`src/rtl/alu_pkg.sv`:
```
// alu_pkg
// Shared definitions for the ALU-sharing arbiter:
//   - ALU operation codes understood by the attached ALU
//   - FSM state encoding used by alu_share_arb
//   - requester identifiers (A=0, B=1) used for grant/owner bookkeeping
// No ports; imported by rr_arb2 and alu_share_arb.
package alu_pkg;

  localparam int ALU_DATA_W = 32;
  localparam int ALU_SEL_W  = 4;

  // ALU operation codes. Codes 6..15 are undefined; the ALU answers them
  // with result=0/zero=1 and this block forwards that unchanged.
  localparam logic [ALU_SEL_W-1:0] ALU_ADD = 4'd0;
  localparam logic [ALU_SEL_W-1:0] ALU_SUB = 4'd1;
  localparam logic [ALU_SEL_W-1:0] ALU_AND = 4'd2;
  localparam logic [ALU_SEL_W-1:0] ALU_OR  = 4'd3;
  localparam logic [ALU_SEL_W-1:0] ALU_XOR = 4'd4;
  localparam logic [ALU_SEL_W-1:0] ALU_SLT = 4'd5;

  // Arbiter FSM states.
  //   ST_IDLE : waiting for a request, the only state that accepts one
  //   ST_EXEC : operands are on the ALU inputs, result settles this cycle
  //   ST_RESP : captured result offered to the owning requester
  typedef enum logic [1:0] {
    ST_IDLE = 2'd0,
    ST_EXEC = 2'd1,
    ST_RESP = 2'd2
  } state_t;

  // Requester identifiers.
  typedef enum logic {
    REQ_A = 1'b0,
    REQ_B = 1'b1
  } req_id_t;

  // Bundle of the FSM-visible state, convenient for attaching checkers.
  typedef struct packed {
    state_t  state;
    req_id_t owner;
    req_id_t last_grant;
  } arb_dbg_t;

endpackage

```
`src/rtl/rr_arb2.sv`:
```
// rr_arb2
// Two-way round-robin arbiter, purely combinational.
// Ports:
//   req_a, req_b : request lines from requester A and B
//   last_grant   : requester that was served most recently (0=A, 1=B)
//   grant        : one-hot grant, bit 0 = A, bit 1 = B; all zero when idle
// With a single request, that requester wins. With both requesting, the one
// that was not served last wins, so neither side can starve the other.
module rr_arb2
  import alu_pkg::*;
(
  input  logic       req_a,
  input  logic       req_b,
  input  logic       last_grant,
  output logic [1:0] grant
);

  always_comb begin
    grant = 2'b00;
    if (req_a && req_b) begin
      grant = (last_grant == REQ_B) ? 2'b01 : 2'b10;
    end else if (req_a) begin
      grant = 2'b01;
    end else if (req_b) begin
      grant = 2'b10;
    end
  end

endmodule

```
`src/rtl/alu_share_arb.sv`:
```
// alu_share_arb
// Shares one combinational ALU between two requesters (A and B).
// Each requester has a valid/ready request channel (in1, in2, sel) and a
// valid/ready response channel (result, zero). The block arbitrates
// round-robin, registers the winner's operands onto the ALU inputs, captures
// the ALU's result/zero one cycle later and offers them to the winner.
//
// Handshake rule (both channels, both requesters): a transfer happens on a
// rising clk edge where valid and ready are both 1. The sender keeps valid
// and its payload stable until that edge; it may drop valid earlier, which
// simply withdraws the request. Ready never depends on the payload.
//
// Ports:
//   clk, rst_n                  clock, synchronous active-low reset
//   req_a_valid/ready/in1/in2/sel   request channel A
//   rsp_a_valid/ready/result/zero   response channel A
//   req_b_* / rsp_b_*               same for requester B
//   alu_in1, alu_in2, alu_sel       registered operands driven into the ALU
//   alu_result, alu_zero            combinational ALU outputs
//
// Timing: accept on edge N, EXEC during the next cycle, response valid from
// the cycle after that. With the response consumed immediately, accepts are
// at least 3 cycles apart.
module alu_share_arb
  import alu_pkg::*;
#(
  parameter int DATA_W = ALU_DATA_W,
  parameter int SEL_W  = ALU_SEL_W
) (
  input  logic              clk,
  input  logic              rst_n,

  input  logic              req_a_valid,
  output logic              req_a_ready,
  input  logic [DATA_W-1:0] req_a_in1,
  input  logic [DATA_W-1:0] req_a_in2,
  input  logic [SEL_W-1:0]  req_a_sel,
  output logic              rsp_a_valid,
  input  logic              rsp_a_ready,
  output logic [DATA_W-1:0] rsp_a_result,
  output logic              rsp_a_zero,

  input  logic              req_b_valid,
  output logic              req_b_ready,
  input  logic [DATA_W-1:0] req_b_in1,
  input  logic [DATA_W-1:0] req_b_in2,
  input  logic [SEL_W-1:0]  req_b_sel,
  output logic              rsp_b_valid,
  input  logic              rsp_b_ready,
  output logic [DATA_W-1:0] rsp_b_result,
  output logic              rsp_b_zero,

  output logic [DATA_W-1:0] alu_in1,
  output logic [DATA_W-1:0] alu_in2,
  output logic [SEL_W-1:0]  alu_sel,
  input  logic [DATA_W-1:0] alu_result,
  input  logic              alu_zero
);

  // ---------------------------------------------------------------------
  // State
  // ---------------------------------------------------------------------
  state_t            state;
  state_t            state_nxt;
  req_id_t           owner;       // requester whose operation is in flight
  req_id_t           last_grant;  // requester served most recently
  logic [DATA_W-1:0] rsp_result_q;
  logic              rsp_zero_q;

  // Debug view of the control state, for attaching checkers.
  arb_dbg_t          dbg;
  assign dbg = '{state: state, owner: owner, last_grant: last_grant};

  // ---------------------------------------------------------------------
  // Arbitration
  // ---------------------------------------------------------------------
  logic [1:0] grant;
  logic       accept_a;
  logic       accept_b;
  logic       rsp_fire;

  rr_arb2 u_rr_arb2 (
    .req_a      (req_a_valid),
    .req_b      (req_b_valid),
    .last_grant (last_grant),
    .grant      (grant)
  );

  assign accept_a = req_a_valid && req_a_ready;
  assign accept_b = req_b_valid && req_b_ready;

  // Response consumed by whichever requester owns the current operation.
  assign rsp_fire = (owner == REQ_A) ? rsp_a_ready : rsp_b_ready;

  // ---------------------------------------------------------------------
  // FSM: state register
  // ---------------------------------------------------------------------
  always_ff @(posedge clk) begin
    if (!rst_n) begin
      state <= ST_IDLE;
    end else begin
      state <= state_nxt;
    end
  end

  // ---------------------------------------------------------------------
  // FSM: next-state logic
  // ---------------------------------------------------------------------
  always_comb begin
    state_nxt = state;
    case (state)
      ST_IDLE: begin
        if (accept_a || accept_b) begin
          state_nxt = ST_EXEC;
        end
      end
      ST_EXEC: begin
        state_nxt = ST_RESP;
      end
      ST_RESP: begin
        if (rsp_fire) begin
          state_nxt = ST_IDLE;
        end
      end
      default: begin
        state_nxt = ST_IDLE;
      end
    endcase
  end

  // ---------------------------------------------------------------------
  // FSM: outputs
  // Gated by rst_n so nothing handshakes while reset is being applied,
  // even before the reset edge has cleared the state register.
  // ---------------------------------------------------------------------
  always_comb begin
    req_a_ready = 1'b0;
    req_b_ready = 1'b0;
    rsp_a_valid = 1'b0;
    rsp_b_valid = 1'b0;
    if (rst_n) begin
      case (state)
        ST_IDLE: begin
          req_a_ready = grant[0];
          req_b_ready = grant[1];
        end
        ST_RESP: begin
          rsp_a_valid = (owner == REQ_A);
          rsp_b_valid = (owner == REQ_B);
        end
        default: begin
        end
      endcase
    end
  end

  // Both response channels show the same captured value; valid tells the
  // owner apart.
  assign rsp_a_result = rsp_result_q;
  assign rsp_a_zero   = rsp_zero_q;
  assign rsp_b_result = rsp_result_q;
  assign rsp_b_zero   = rsp_zero_q;

  // ---------------------------------------------------------------------
  // Operand, response and bookkeeping registers
  // The ALU operand registers keep their last value after an operation;
  // they only change on the next accept.
  // ---------------------------------------------------------------------
  always_ff @(posedge clk) begin
    if (!rst_n) begin
      alu_in1      <= '0;
      alu_in2      <= '0;
      alu_sel      <= '0;
      rsp_result_q <= '0;
      rsp_zero_q   <= 1'b0;
      owner        <= REQ_A;
      last_grant   <= REQ_B;
    end else begin
      if (accept_a) begin
        alu_in1 <= req_a_in1;
        alu_in2 <= req_a_in2;
        alu_sel <= req_a_sel;
        owner   <= REQ_A;
      end else if (accept_b) begin
        alu_in1 <= req_b_in1;
        alu_in2 <= req_b_in2;
        alu_sel <= req_b_sel;
        owner   <= REQ_B;
      end

      // Operands have been stable on the ALU for the whole EXEC cycle.
      if (state == ST_EXEC) begin
        rsp_result_q <= alu_result;
        rsp_zero_q   <= alu_zero;
      end

      // Fairness is updated only once the owner has taken its response.
      if ((state == ST_RESP) && rsp_fire) begin
        last_grant <= owner;
      end
    end
  end

endmodule

```
`config.mk`:
```
export PLATFORM = sky130hd
export DESIGN_NAME = alu_share_arb
export DESIGN_NICKNAME = d
export VERILOG_FILES = /design/src/rtl/alu_pkg.sv /design/src/rtl/rr_arb2.sv /design/src/rtl/alu_share_arb.sv
export SDC_FILE = /design/constraint.sdc
export NUM_CORES = 1
export LEC_CHECK = 0
export ABC_AREA = 1
export BUFFER_PORTS_ARGS = -buffer_cell sky130_fd_sc_hd__buf_2
export CAP_MARGIN = 20
export CORE_ASPECT_RATIO = 0.5
export CORE_MARGIN = 2
export CORE_UTILIZATION = 35
export DETAILED_ROUTE_END_ITERATION = 10
export GPL_TIMING_DRIVEN = 1
export PLACE_DENSITY_LB_ADDON = 0.1
export SYNTH_ARGS = -nofsm -noshare
export SYNTH_HDL_FRONTEND = slang
export SYNTH_SLANG_ARGS = --single-unit
```
`constraint.sdc`:
```
create_clock -name clk -period 1.1 [get_ports clk]
set_input_delay 0.11 -clock clk [delete_from_list [all_inputs] [get_ports clk]]
set_output_delay 0.11 -clock clk [all_outputs]
set_load 0.02 [all_outputs]
```
## Word level (Yosys, flattened, before mapping)

Index checks and enable logic that the tools add are counted.

| cells by class | value |
|---|---|
| $add $sub $neg | 0 |
| order comparisons | 0 |
| divide/modulo/power cells | 0 |
| shifts and indexed selects | 0 |
| equal/unequal tests | 4 |
| multipliers | 0 |
| reduce and logical (&&, ||, !) cells | 9 |
| muxes and demuxes | 22 |
| bitwise operators | 2 |

Operator list:

| kind | count |
|---|---|
| $mux W32 | 4 |
| $mux W2 | 6 |
| $mux W1 | 9 |
| $mux W4 | 2 |
| $pmux W2 S3 | 1 |
| $logic_and A1 B1 Y1 | 4 |
| $ne A2 B2 Y1 const B | 2 |
| $eq A2 B1 Y1 const B | 1 |
| $eq A2 B2 Y1 const B | 1 |
| $logic_not A2 Y1 | 1 |
| $not A1 Y1 | 2 |
| $reduce_and A2 Y1 | 1 |
| $reduce_bool A2 Y1 | 1 |
| $reduce_or A2 Y1 | 1 |
| $logic_or A1 B1 Y1 | 1 |

| storage, ports and cells | value |
|---|---|
| memory bits (writable) | 0 |
| latch bits | 0 |
| word-level logic and storage cells | 45 |
| register bits after elaboration | 105 |
| memories kept | 0 |
| ROM bits | 0 |

## Depth between registers and ports, before layout

Gate-level depths: netlist (run 1).

| depth | value |
|---|---|
| depth after elaboration | 9 |
| depth in mapped cells | 9 |

## Modules after synthesis

From an unflattened synthesis (run 1), not the netlist that was laid out.

| unflattened totals | value |
|---|---|
| cell total of the unflattened synthesis | 883 |
| area, all modules | 5521.5 um^2 |

Modules (own cells, without submodules):

| module | cells each | area an instance (um^2) | instances |
|---|---|---|---|
| alu_share_arb | 878 | 5500.3 | 1 |
| rr_arb2 | 5 | 21.3 | 1 |

## Least setup slack after synthesis (run 1)

No wires, ideal clock.

| path | value |
|---|---|
| path kind | flip-flop to flip-flop |
| from | reg state[1] |
| to | reg owner |
| slack | -0.167 ns |
| path buffers | 2 |
| stages on the path, launching flop included | 9 |
| library setup time | 0.124 ns |
| required time | 0.976 ns |
| clock period less this slack | 1.267 ns |
| arrival time | 1.143 ns |
| path through | dfxtp_1 inv_1 nand2_1 nor2_8 buf_6 nand2_4 buf_2 inv_1 a21oi_1 |

| on the way | value |
|---|---|
| word-level cells in the longest chain between the ends | 5 |

Ends and longest elaborated chain:

| item | RTL line | RTL |
|---|---|---|
| start: declaration | alu_share_arb.sv:63 | `state_t state;` |
| start signal: assignment | alu_share_arb.sv:102 | `state <= state_nxt;` |
| $logic_not A2 Y1 | alu_share_arb.sv:142 | `case (state)` |
| $mux W1 | alu_share_arb.sv:142 |  |
| $mux W1 | alu_share_arb.sv:141 | `if (rst_n) begin` |
| named net req_a_ready | alu_share_arb.sv:34 | `output logic req_a_ready,` |
| $logic_and A1 B1 Y1 | alu_share_arb.sv:89 | `assign accept_a = req_a_valid && req_a_ready;` |
| $reduce_or A2 Y1 (no source line) | -- |  |
| end signal: assignment | alu_share_arb.sv:176 | `owner <= REQ_A;` |
| end signal: assignment | alu_share_arb.sv:183 | `owner <= REQ_A;` |
| end signal: assignment | alu_share_arb.sv:188 | `owner <= REQ_B;` |
| end: declaration | alu_share_arb.sv:65 | `req_id_t owner;` |

The timed path passes the listed nets, and every way through them passes these cells.
A chain may end at the register's enable or synchronous reset.

## Final worst setup path (run 1)

| path | value |
|---|---|
| from | reg state[1] |
| to | out req_a_ready |

| on the way | value |
|---|---|
| word-level cells in the longest chain between the ends | 3 |

Ends and longest elaborated chain:

| item | RTL line |
|---|---|
| $logic_not A2 Y1 | alu_share_arb.sv:142 |
| $mux W1 | alu_share_arb.sv:142 |
| $mux W1 | alu_share_arb.sv:141 |
| end: declaration | alu_share_arb.sv:34 |

Every way passes these cells.

==> out/summary.md, run 1 <==
## Power
- share of power burned in registers: 37.3%
- net switching power: 4.299 mW
- Internal Dissipation: 7.812 mW
- switching share of power: 35.50%
- clock network fraction of total power: 25.4%
- power per unit of standard cell area: 1459 mW/mm^2
- worst vdd ir: 0.7732 mV
- Pwr Total: 12.11 mW
- combinational power share: 37.3%
- leakage power: 4.183 nW

## Timing
- setup repair after global routing missed its margin: yes
- Setup Viol. Count Final: 108
- fin crit period: 1.447 ns
- maximum clock rate: 691.1 MHz
- Final Slew Violations: 0
- worst clock skew on the final layout: 0.007934 ns
- Final Cycle Share: 131.5%
- endpoints failing hold: 0
- Hold Slack: 0.01611 ns
- tightest slew margin relative to the limit: 64.99%
- Sum Neg Setup Slack: -26.90 ns
- Worst Slack Setup Final: -0.3469 ns
- Worst Tran Pin Value: 0.5251 ns

## CTS
- number of H-tree branching levels: 3
- Clock Root Buffer: sky130_fd_sc_hd__clkbuf_16
- clock tree from TritonCTS: done
- clock insertion delay at the later pin of the skew report: 0.34 ns
- maximum buffer depth of the clock tree: 2
- number of buffers added by the clock tree synthesis step: 9
- clock-pin slew reported for the worst setup and hold paths after clock tree synthesis: 0.07 ns
- total number of clock tree sinks: 105

## Die
- CORE AREA: 0.01439 mm^2
- starting utilization of the core area: 35.62%
- Die W: 175.2 um
- number of placement rows: 31
- Die Y: 89.58 um
- die outline area: 0.01569 mm^2
- top-level I/O count: 313

## GRT
- overall track demand over capacity in global routing: 21.38%
- global-route wire length before repair: 26,860 um
- maximum number of pins on one net before global-route repair: 69
- total gr overflow: 0
- antenna violations before repair: 1
- vias in the first global route: 5,315

## Status
- outcome: complete, but fails checks
- violations in the final reports: negative setup slack

## Synthesis
- synthesized flop and latch total: 105
- sequential-to-total area share from yosys stat: 41.01%
- cell count after synthesis: 736
- Synth cell types: 21
- combined area of all synthesized cells: 0.005126 mm^2
- Net Count, Synth: 911
- total of warnings raised by yosys: 0
- mean post-synth cell area: 6.965 um^2

## Place
- quantity of I/O buffers inserted on ports: 312
- placed instance count: 1,179
- Area after DPL: 0.006834 mm^2
- worst setup timing slack at the placement stage: -0.2179 ns
- HPWL after DPL: 11,440 um
- placer's final routability congestion estimate: 0.7559

## Hold path
- type of the tightest min-delay check: primary input to flop

## Cells and area
- Non-Filler Cell Area, Final: 0.008300 mm^2
- Fillers: 1,364
- most common cell after layout, fill and taps aside: sky130_fd_sc_hd__buf_2
- number of cells in the finished layout apart from fillers: 1,264
- fraction of final layout cells with drive strength greater than 1: 44.13%
- synthesis-to-layout area growth: 61.92%
- nets: 1,235
- Register Area: 0.002106 mm^2
- final core utilization: 57.68%
- area taken by multi-input logic gates: 0.002476 mm^2
- highest-count cells in the layout ignoring fill and taps: sky130_fd_sc_hd__buf_2, sky130_fd_sc_hd__nand3_1, sky130_fd_sc_hd__dfxtp_1

## Routing
- number of iterations in the first detailed-routing pass: 4
- vias per inst: 4.776
- total number of vias: 6,037
- Post-DRT Antenna Nets: 0
- wire length per cell after detailed routing: 14.72 um
- drc violations: 0
- number of DRC violations after detailed-routing iteration 0: 270
- total detailed-routing wirelength: 18,600 um

## Critical path
- register-to-register setup slack: -0.31 ns
- endpoint required time on the critical path: 0.99 ns
- Worst Setup End Kind: output pin
- crit-path max FO: 6
- Worst Path Class, Setup: flop to output pin
- Arrival @ worst endpoint: 1.34 ns
- nature of the critical path startpoint: flop

## Run
- max-capacitance violation count: 0

==> routing by layer <==
metal  track usage (%)  up-vias  share of wire [%]
met4             4.015        0               0.61
met3             6.313       11                7.6
met2             38.80      189                 49
met5                 0        -                  0
met1             25.80     2806                 43
li1                  -     3031                  -
==> worst paths after layout <==
path                            start                             to  cells past startpoint
min                    alu_result[21]  rsp_a_result[21]$_SDFFE_PN0N_                      3
max reg2reg     state[0]$_SDFFE_PN0P_  rsp_a_result[28]$_SDFFE_PN0N_                      9
min reg2reg  alu_in2[23]$_SDFFE_PN0P_       alu_in2[23]$_SDFFE_PN0P_                      2
max             state[1]$_SDFFE_PN0P_                    req_a_ready                      7
==> flip-flops by register name, summed over array words and instances (netlist names) <==
signal	count
alu_in1	32
last_grant	1
alu_sel	4
alu_in2	32
owner	1
rsp_a_zero	1
rsp_a_result	32
state	2
==> cell usage after synthesis, drive strengths merged <==
cell      n  area share [%]
a21oi    70             6.9
buf      70             9.6
clkbuf   23             1.8
dfxtp   105              41
inv      76             5.6
nand2    82             6.2
nand3   204              20
nor2     71             5.5
o211ai    1            0.15
o21ai    33             3.2
o22ai     1            0.12
==> worst max-delay path: stages, from the launching register on <==
cell and delay, ns:
sky130_fd_sc_hd__dfxtp_2 0.34, sky130_fd_sc_hd__inv_4 0.08, sky130_fd_sc_hd__nand2_4 0.07, sky130_fd_sc_hd__nor2_8 0.15
sky130_fd_sc_hd__nand2_4 0.09, sky130_fd_sc_hd__buf_12 0.14, sky130_fd_sc_hd__clkinv_8 0.04, sky130_fd_sc_hd__buf_8 0.10
==> cell type report <==
type / count / share of cell area [%]
clock buffer: 11 / 2.924
inverter: 76 / 3.768
clock inverter: 5 / 0.4673
multi-input combinational: 462 / 29.83
tap: 198 / 2.985
timing repair buffer: 406 / 34.62
antenna: 1 / 0.03015
sequential: 105 / 25.37
==> kinds of logic (layout without fill, tap and decap cells) <==
family	count (synthesis)	in the layout	synth area share [%]
compound gates	105	105	10.40
buf+inv	169	498	16.96
flops	105	105	41.01
other cells	0	1	0
simple gates	357	357	31.63
==> power by group through the flow <==
stage / combinational (mW) / clock, mW / sequential [mW]
floorplan: 1.96 / 0 / 5.04
global placement: 3.50 / 0 / 4.53
detailed placement: 3.50 / 0 / 4.55
CTS: 4.29 / 3.16 / 4.50
global route: 4.89 / 3.33 / 4.57
finish: 4.52 / 3.08 / 4.52
==> repair_timing <==
action	CTS	global route
setup buffers	18	9
endpoints found under the hold margin	32	0
resized for setup	97	41
setup endpoints to repair	107	108
pin swaps	31	12
cloned	9	5
hold buffers	32	0
Power figures use the tool's default switching activity.
==> inputs of run 2 (changes only) <==
Settings changed: RECOVER_POWER set to 100.
==> run 2 against run 1 <==
The run still ends with negative setup slack left. Combinational power about the same. Critical path depth unchanged. Via count down 0.12%. Critical path type unchanged. Routed wire length about the same. Sequential power about the same. Cell area down 0.29%. Utilization down 0.17 points. First-iteration DRC count up 4.4%. Clock power about the same. Fmax about the same. Largest cell class unchanged. Register-to-register slack about the same.
==> out/summary.md, run 2 (synthesis gave the netlist of run 1 again) <==
## Power
- Pwr Total: 12.10 mW
- share of power burned in registers: 37.5%
- Internal Dissipation: 7.783 mW
- combinational power share: 37.1%
- power per unit of standard cell area: 1463 mW/mm^2
- net switching power: 4.322 mW
- leakage power: 4.031 nW
- worst vdd ir: 0.7702 mV
- clock network fraction of total power: 25.4%
- switching share of power: 35.70%

## GRT
- antenna violations before repair: 1
- met3 track utilization from global routing: 6.313%
- global-route wire length before repair: 26,860 um
- most crowded layer after global routing: met2
- overall track demand over capacity in global routing: 21.38%
- total gr overflow: 0
- vias in the first global route: 5,315
- met2 usage in global routing: 38.80%
- maximum number of pins on one net before global-route repair: 69
- met1 capacity usage during global routing: 25.80%

## CTS
- clock-pin slew reported for the worst setup and hold paths after clock tree synthesis: 0.07 ns
- total number of clock tree sinks: 105
- number of H-tree branching levels: 3
- clock insertion delay at the later pin of the skew report: 0.34 ns
- Clock Root Buffer: sky130_fd_sc_hd__clkbuf_16
- clock tree from TritonCTS: done
- maximum buffer depth of the clock tree: 2
- number of buffers added by the clock tree synthesis step: 9

## Cells and area
- Fillers: 1,370
- fraction of final layout cells with drive strength greater than 1: 42.35%
- highest-count cells in the layout ignoring fill and taps: sky130_fd_sc_hd__nand3_1, sky130_fd_sc_hd__buf_2, sky130_fd_sc_hd__clkbuf_2
- most common cell after layout, fill and taps aside: sky130_fd_sc_hd__nand3_1
- nets: 1,235
- number of cells in the finished layout apart from fillers: 1,264
- synthesis-to-layout area growth: 61.46%

## Timing
- Final Cycle Share: 131.5%
- Worst Slack Setup Final: -0.3470 ns
- tightest slew margin relative to the limit: 65.14%
- fin crit period: 1.447 ns
- Sum Neg Setup Slack: -26.83 ns
- maximum clock rate: 691.1 MHz
- worst clock skew on the final layout: 0.008722 ns
- Setup Viol. Count Final: 108
- setup repair after global routing missed its margin: yes
- Final Slew Violations: 0
- Hold Slack: 0.01763 ns
- endpoints failing hold: 0
- Worst Tran Pin Value: 0.5229 ns

## Critical path
- highest-delay cell along the critical path: sky130_fd_sc_hd__dfxtp_2
- most numerous cell on the critical path: sky130_fd_sc_hd__nand2_4
- Arrival @ worst endpoint: 1.34 ns
- Worst Path Class, Setup: flop to output pin
- Worst Setup End Kind: output pin
- FF-to-FF path depth: 9
- crit-path max FO: 6
- critical path's largest stage delay: 0.34 ns
- Cell Chain, Critical Path: inv_4 > nand2_4 > nor2_8 > nand2_4 > buf_12 > clkinv_8 > buf_8
- endpoint required time on the critical path: 0.99 ns
- nature of the critical path startpoint: flop
- register-to-register setup slack: -0.31 ns

## Die
- die outline area: 0.01569 mm^2
- top-level I/O count: 313
- Die W: 175.2 um
- starting utilization of the core area: 35.62%
- number of placement rows: 31
- Die Y: 89.58 um
- CORE AREA: 0.01439 mm^2

## Hold path
- number of cells on the worst hold path: 3
- type of the tightest min-delay check: primary input to flop

## Routing
- number of DRC violations after detailed-routing iteration 0: 282
- total number of vias: 6,030
- wire length per cell after detailed routing: 14.73 um
- vias per inst: 4.771
- total detailed-routing wirelength: 18,620 um
- drc violations: 0
- Post-DRT Antenna Nets: 0
- number of iterations in the first detailed-routing pass: 5

## Place
- placed instance count: 1,179
- HPWL after DPL: 11,440 um
- quantity of I/O buffers inserted on ports: 312
- worst setup timing slack at the placement stage: -0.2179 ns
- placer's final routability congestion estimate: 0.7559

## Status
- violations in the final reports: negative setup slack
- outcome: complete, but fails checks

## Run
- max-capacitance violation count: 0

-- run 2: path summary, 6_finish.rpt --
| check | start | endpoint |
|---|---|---|
| hold reg to reg | alu_in2[23]$_SDFFE_PN0P_ | alu_in2[23]$_SDFFE_PN0P_ |
| setup / recovery | state[1]$_SDFFE_PN0P_ | req_a_ready |
| hold / removal | alu_result[21] | rsp_a_result[21]$_SDFFE_PN0N_ |
| setup reg to reg | state[0]$_SDFFE_PN0P_ | rsp_a_result[28]$_SDFFE_PN0N_ |
-- run 2: power by group through the flow --
stage / Sequential, mW / Clock, mW / Combinational [mW]
after floorplan: 5.04 / 0 / 1.96
after CTS: 4.50 / 3.16 / 4.29
after global routing: 4.60 / 3.33 / 4.86
after global placement: 4.53 / 0 / 3.50
final: 4.54 / 3.08 / 4.49
after detailed placement: 4.55 / 0 / 3.50
-- run 2: cell type report --
| type | count | area, um^2 | share of cell area, % |
|---|---|---|---|
| tap | 198 | 247.7 | 2.993 |
| clock inverter | 5 | 38.79 | 0.4686 |
| inverter | 76 | 312.8 | 3.779 |
| multi-input combinational | 462 | 2476 | 29.92 |
| clock buffer | 11 | 242.7 | 2.933 |
| timing repair buffer | 406 | 2850 | 34.44 |
| antenna | 1 | 2.502 | 0.03023 |
| sequential | 105 | 2106 | 25.44 |
-- run 2: what timing repair did --
item,CTS,global route
cloned,9,5
hold buffers,32,0
pin swaps,31,12
endpoints found under the setup margin,107,108
setup buffers,18,9
gates resized for setup,97,41
hold endpoints to repair,32,0
-- run 2: routing by layer --
layer / up-vias / part of all wire, %
li1: 3033 / -
met5: - / 0
met2: 191 / 49
met4: 0 / 0.74
met1: 2794 / 43
met3: 12 / 7.5
-- run 2: metrics by stage --
stage          util, %  cell area [um^2]
2_1_floorplan        -              5334
3_3_place_gp     47.49              6834
3_5_place_dp     47.49              6834
4_1_cts          55.93              8048
5_1_grt          57.50              8274
6_report         57.52              8277
-- run 2: critical path: cells and delay by family, from the launching register on --
kind	cells	cell delay, ns
buffers and inverters	4	0.36
flip-flops	1	0.34
AND/OR/NAND/NOR	3	0.31
==> inputs of run 3 (changes only) <==
Settings changed: CELL_PAD_IN_SITES_DETAIL_PLACEMENT set to 1, CELL_PAD_IN_SITES_GLOBAL_PLACEMENT set to 1, CORE_UTILIZATION 35 to 26.
==> run 3 against run 2 <==
The run still ends with negative setup slack left. Highest routed layer unchanged. Clock-buffer cell count shrank 1. Sequential power is essentially flat. Power grew 7.0%. Via count grew 2.9%. Utilization shrank 11 points. Register-to-register slack lost 0.04 ns. Hold slack lost 0.017 ns. Combinational power grew 13%.
==> out/summary.md, run 3 (synthesis gave the netlist of run 1 again) <==
## Die
- die outline area: 0.02092 mm^2
- starting utilization of the core area: 26.40%
- CORE AREA: 0.01941 mm^2
- Die W: 202.6 um
- number of placement rows: 36
- top-level I/O count: 313
- Die Y: 103.3 um

## GRT
- vias in the first global route: 6,021
- antenna violations before repair: 2
- global-route wire length before repair: 33,440 um
- overall track demand over capacity in global routing: 20.56%
- maximum number of pins on one net before global-route repair: 43
- total gr overflow: 0

## Power
- clock network fraction of total power: 25.5%
- leakage power: 4.304 nW
- net switching power: 4.636 mW
- Internal Dissipation: 8.313 mW
- Pwr Total: 12.95 mW
- switching share of power: 35.80%
- share of power burned in registers: 35.3%
- power per unit of standard cell area: 1448 mW/mm^2
- combinational power share: 39.2%
- worst vdd ir: 0.7029 mV

## Routing
- number of iterations in the first detailed-routing pass: 4
- total number of vias: 6,203
- number of DRC violations after detailed-routing iteration 0: 198
- drc violations: 0
- Post-DRT Antenna Nets: 0
- total detailed-routing wirelength: 23,220 um
- wire length per cell after detailed routing: 17.25 um
- vias per inst: 4.608

## Status
- outcome: complete, but fails checks
- violations in the final reports: negative setup slack

## CTS
- Clock Root Buffer: sky130_fd_sc_hd__clkbuf_16
- clock tree from TritonCTS: done
- number of H-tree branching levels: 3
- maximum buffer depth of the clock tree: 2
- total number of clock tree sinks: 105
- clock insertion delay at the later pin of the skew report: 0.35 ns
- clock-pin slew reported for the worst setup and hold paths after clock tree synthesis: 0.07 ns
- number of buffers added by the clock tree synthesis step: 9

## Cells and area
- most common cell after layout, fill and taps aside: sky130_fd_sc_hd__buf_2
- synthesis-to-layout area growth: 74.42%
- number of cells in the finished layout apart from fillers: 1,346
- fraction of final layout cells with drive strength greater than 1: 48.33%
- nets: 1,248
- highest-count cells in the layout ignoring fill and taps: sky130_fd_sc_hd__buf_2, sky130_fd_sc_hd__nand3_1, sky130_fd_sc_hd__clkbuf_2
- Fillers: 2,392

## Critical path
- Worst Setup End Kind: output pin
- crit path from: state[1]$_SDFFE_PN0P_
- nature of the critical path startpoint: flop
- Worst Path Class, Setup: flop to output pin
- launch instance of the worst register-to-register path: state[1]$_SDFFE_PN0P_
- endpoint required time on the critical path: 0.99 ns
- crit-path max FO: 3
- Arrival @ worst endpoint: 1.39 ns

## Timing
- fin crit period: 1.503 ns
- tightest slew margin relative to the limit: 58.28%
- Setup Viol. Count Final: 108
- Final Slew Violations: 0
- Final Cycle Share: 136.7%
- worst clock skew on the final layout: 0.005932 ns
- endpoints failing hold: 0
- Hold Slack: 0.0008752 ns
- setup repair after global routing missed its margin: yes
- Worst Slack Setup Final: -0.4032 ns
- Worst Tran Pin Value: 0.6258 ns
- maximum clock rate: 665.2 MHz

## Run
- max-capacitance violation count: 0

## Place
- placed instance count: 1,252
- HPWL after DPL: 13,990 um
- quantity of I/O buffers inserted on ports: 312
- placer's final routability congestion estimate: 0.7044

## Hold path
- type of the tightest min-delay check: primary input to flop
- start point of the worst min-delay path: alu_result[13]

## run 3: changes by cell type in the layout (fill, tap and decap cells not counted), moves of 6 or more
cell | before | now
sky130_fd_sc_hd__a21oi_1 | 65 | 56
sky130_fd_sc_hd__buf_6 | 15 | 8
sky130_fd_sc_hd__nand3_2 | 24 | 37
sky130_fd_sc_hd__a21oi_2 | 3 | 13
sky130_fd_sc_hd__nand3_1 | 180 | 167
sky130_fd_sc_hd__clkbuf_1 | 20 | 1
sky130_fd_sc_hd__dfxtp_1 | 102 | 96
sky130_fd_sc_hd__buf_2 | 175 | 208
sky130_fd_sc_hd__clkbuf_2 | 114 | 100
sky130_fd_sc_hd__buf_12 | 16 | 24
## run 3: routing by layer
metal | up-vias | part of all wire [%] | global-route usage [%]
li1 | 3065 | - | -
met1 | 2976 | 45 | 25.68
met2 | 150 | 48 | 36.41
met3 | 12 | 5.4 | 5.921
met4 | 0 | 0.74 | 3.088
met5 | - | 0 | 0
## run 3: layout make-up
type                       count  area (um^2)  share of cell area, %
timing repair buffer         419         3261                  36.47
inverter                      76        307.8                  3.442
antenna                        2        5.005                0.05598
tap                          266        332.8                  3.722
multi-input combinational    462         2623                  29.33
sequential                   105         2116                  23.66
clock inverter                 6        67.56                 0.7557
clock buffer                  10        229.0                  2.561
## run 3: final timing paths
path                                        end  slack (ns)  cells after the start
setup / recovery                    req_a_ready       -0.40                      8
hold / removal    rsp_a_result[13]$_SDFFE_PN0N_      0.0009                      3
setup reg to reg        alu_in1[8]$_SDFFE_PN0P_       -0.35                     10
hold reg to reg        alu_in2[21]$_SDFFE_PN0P_        0.48                      2
## run 3: stage by stage
step	area [um^2]	setup WS, ns	setup TNS (ns)	utilization, %
2_1_floorplan	5334	-0.06153	-3.541	-
3_3_place_gp	6969	-0.2172	-14.13	35.90
3_5_place_dp	6969	-0.2344	-15.84	35.90
4_1_cts	8383	-0.4334	-31.79	43.18
5_1_grt	8936	-0.4786	-37.50	46.03
6_report	8941	-0.4032	-28.82	46.06
## run 3: critical path, cell delays in order, from the launching register on
cell	delay (ns)
sky130_fd_sc_hd__dfxtp_2	0.33
sky130_fd_sc_hd__inv_2	0.07
sky130_fd_sc_hd__nand2_4	0.06
sky130_fd_sc_hd__nor2_8	0.12
sky130_fd_sc_hd__buf_12	0.13
sky130_fd_sc_hd__nand2_8	0.06
sky130_fd_sc_hd__buf_12	0.13
sky130_fd_sc_hd__clkinv_8	0.04
sky130_fd_sc_hd__buf_8	0.10
## run 3: repair_timing
item | CTS | global route
buffers inserted | 16 | 8
pin swaps | 17 | 50
hold endpoints to repair | 32 | 0
endpoints found under the setup margin | 108 | 108
cloned | 15 | 11
resized for setup | 89 | 111
hold buffers | 32 | 0
## run 3: power groups by stage
stage	registers, mW	logic [mW]	clock network (mW)
after floorplan	5.04	1.96	0
after global placement	4.55	3.61	0
after detailed placement	4.57	3.64	0
after CTS	4.50	4.65	3.42
after global routing	4.63	5.46	3.61
final	4.57	5.08	3.30
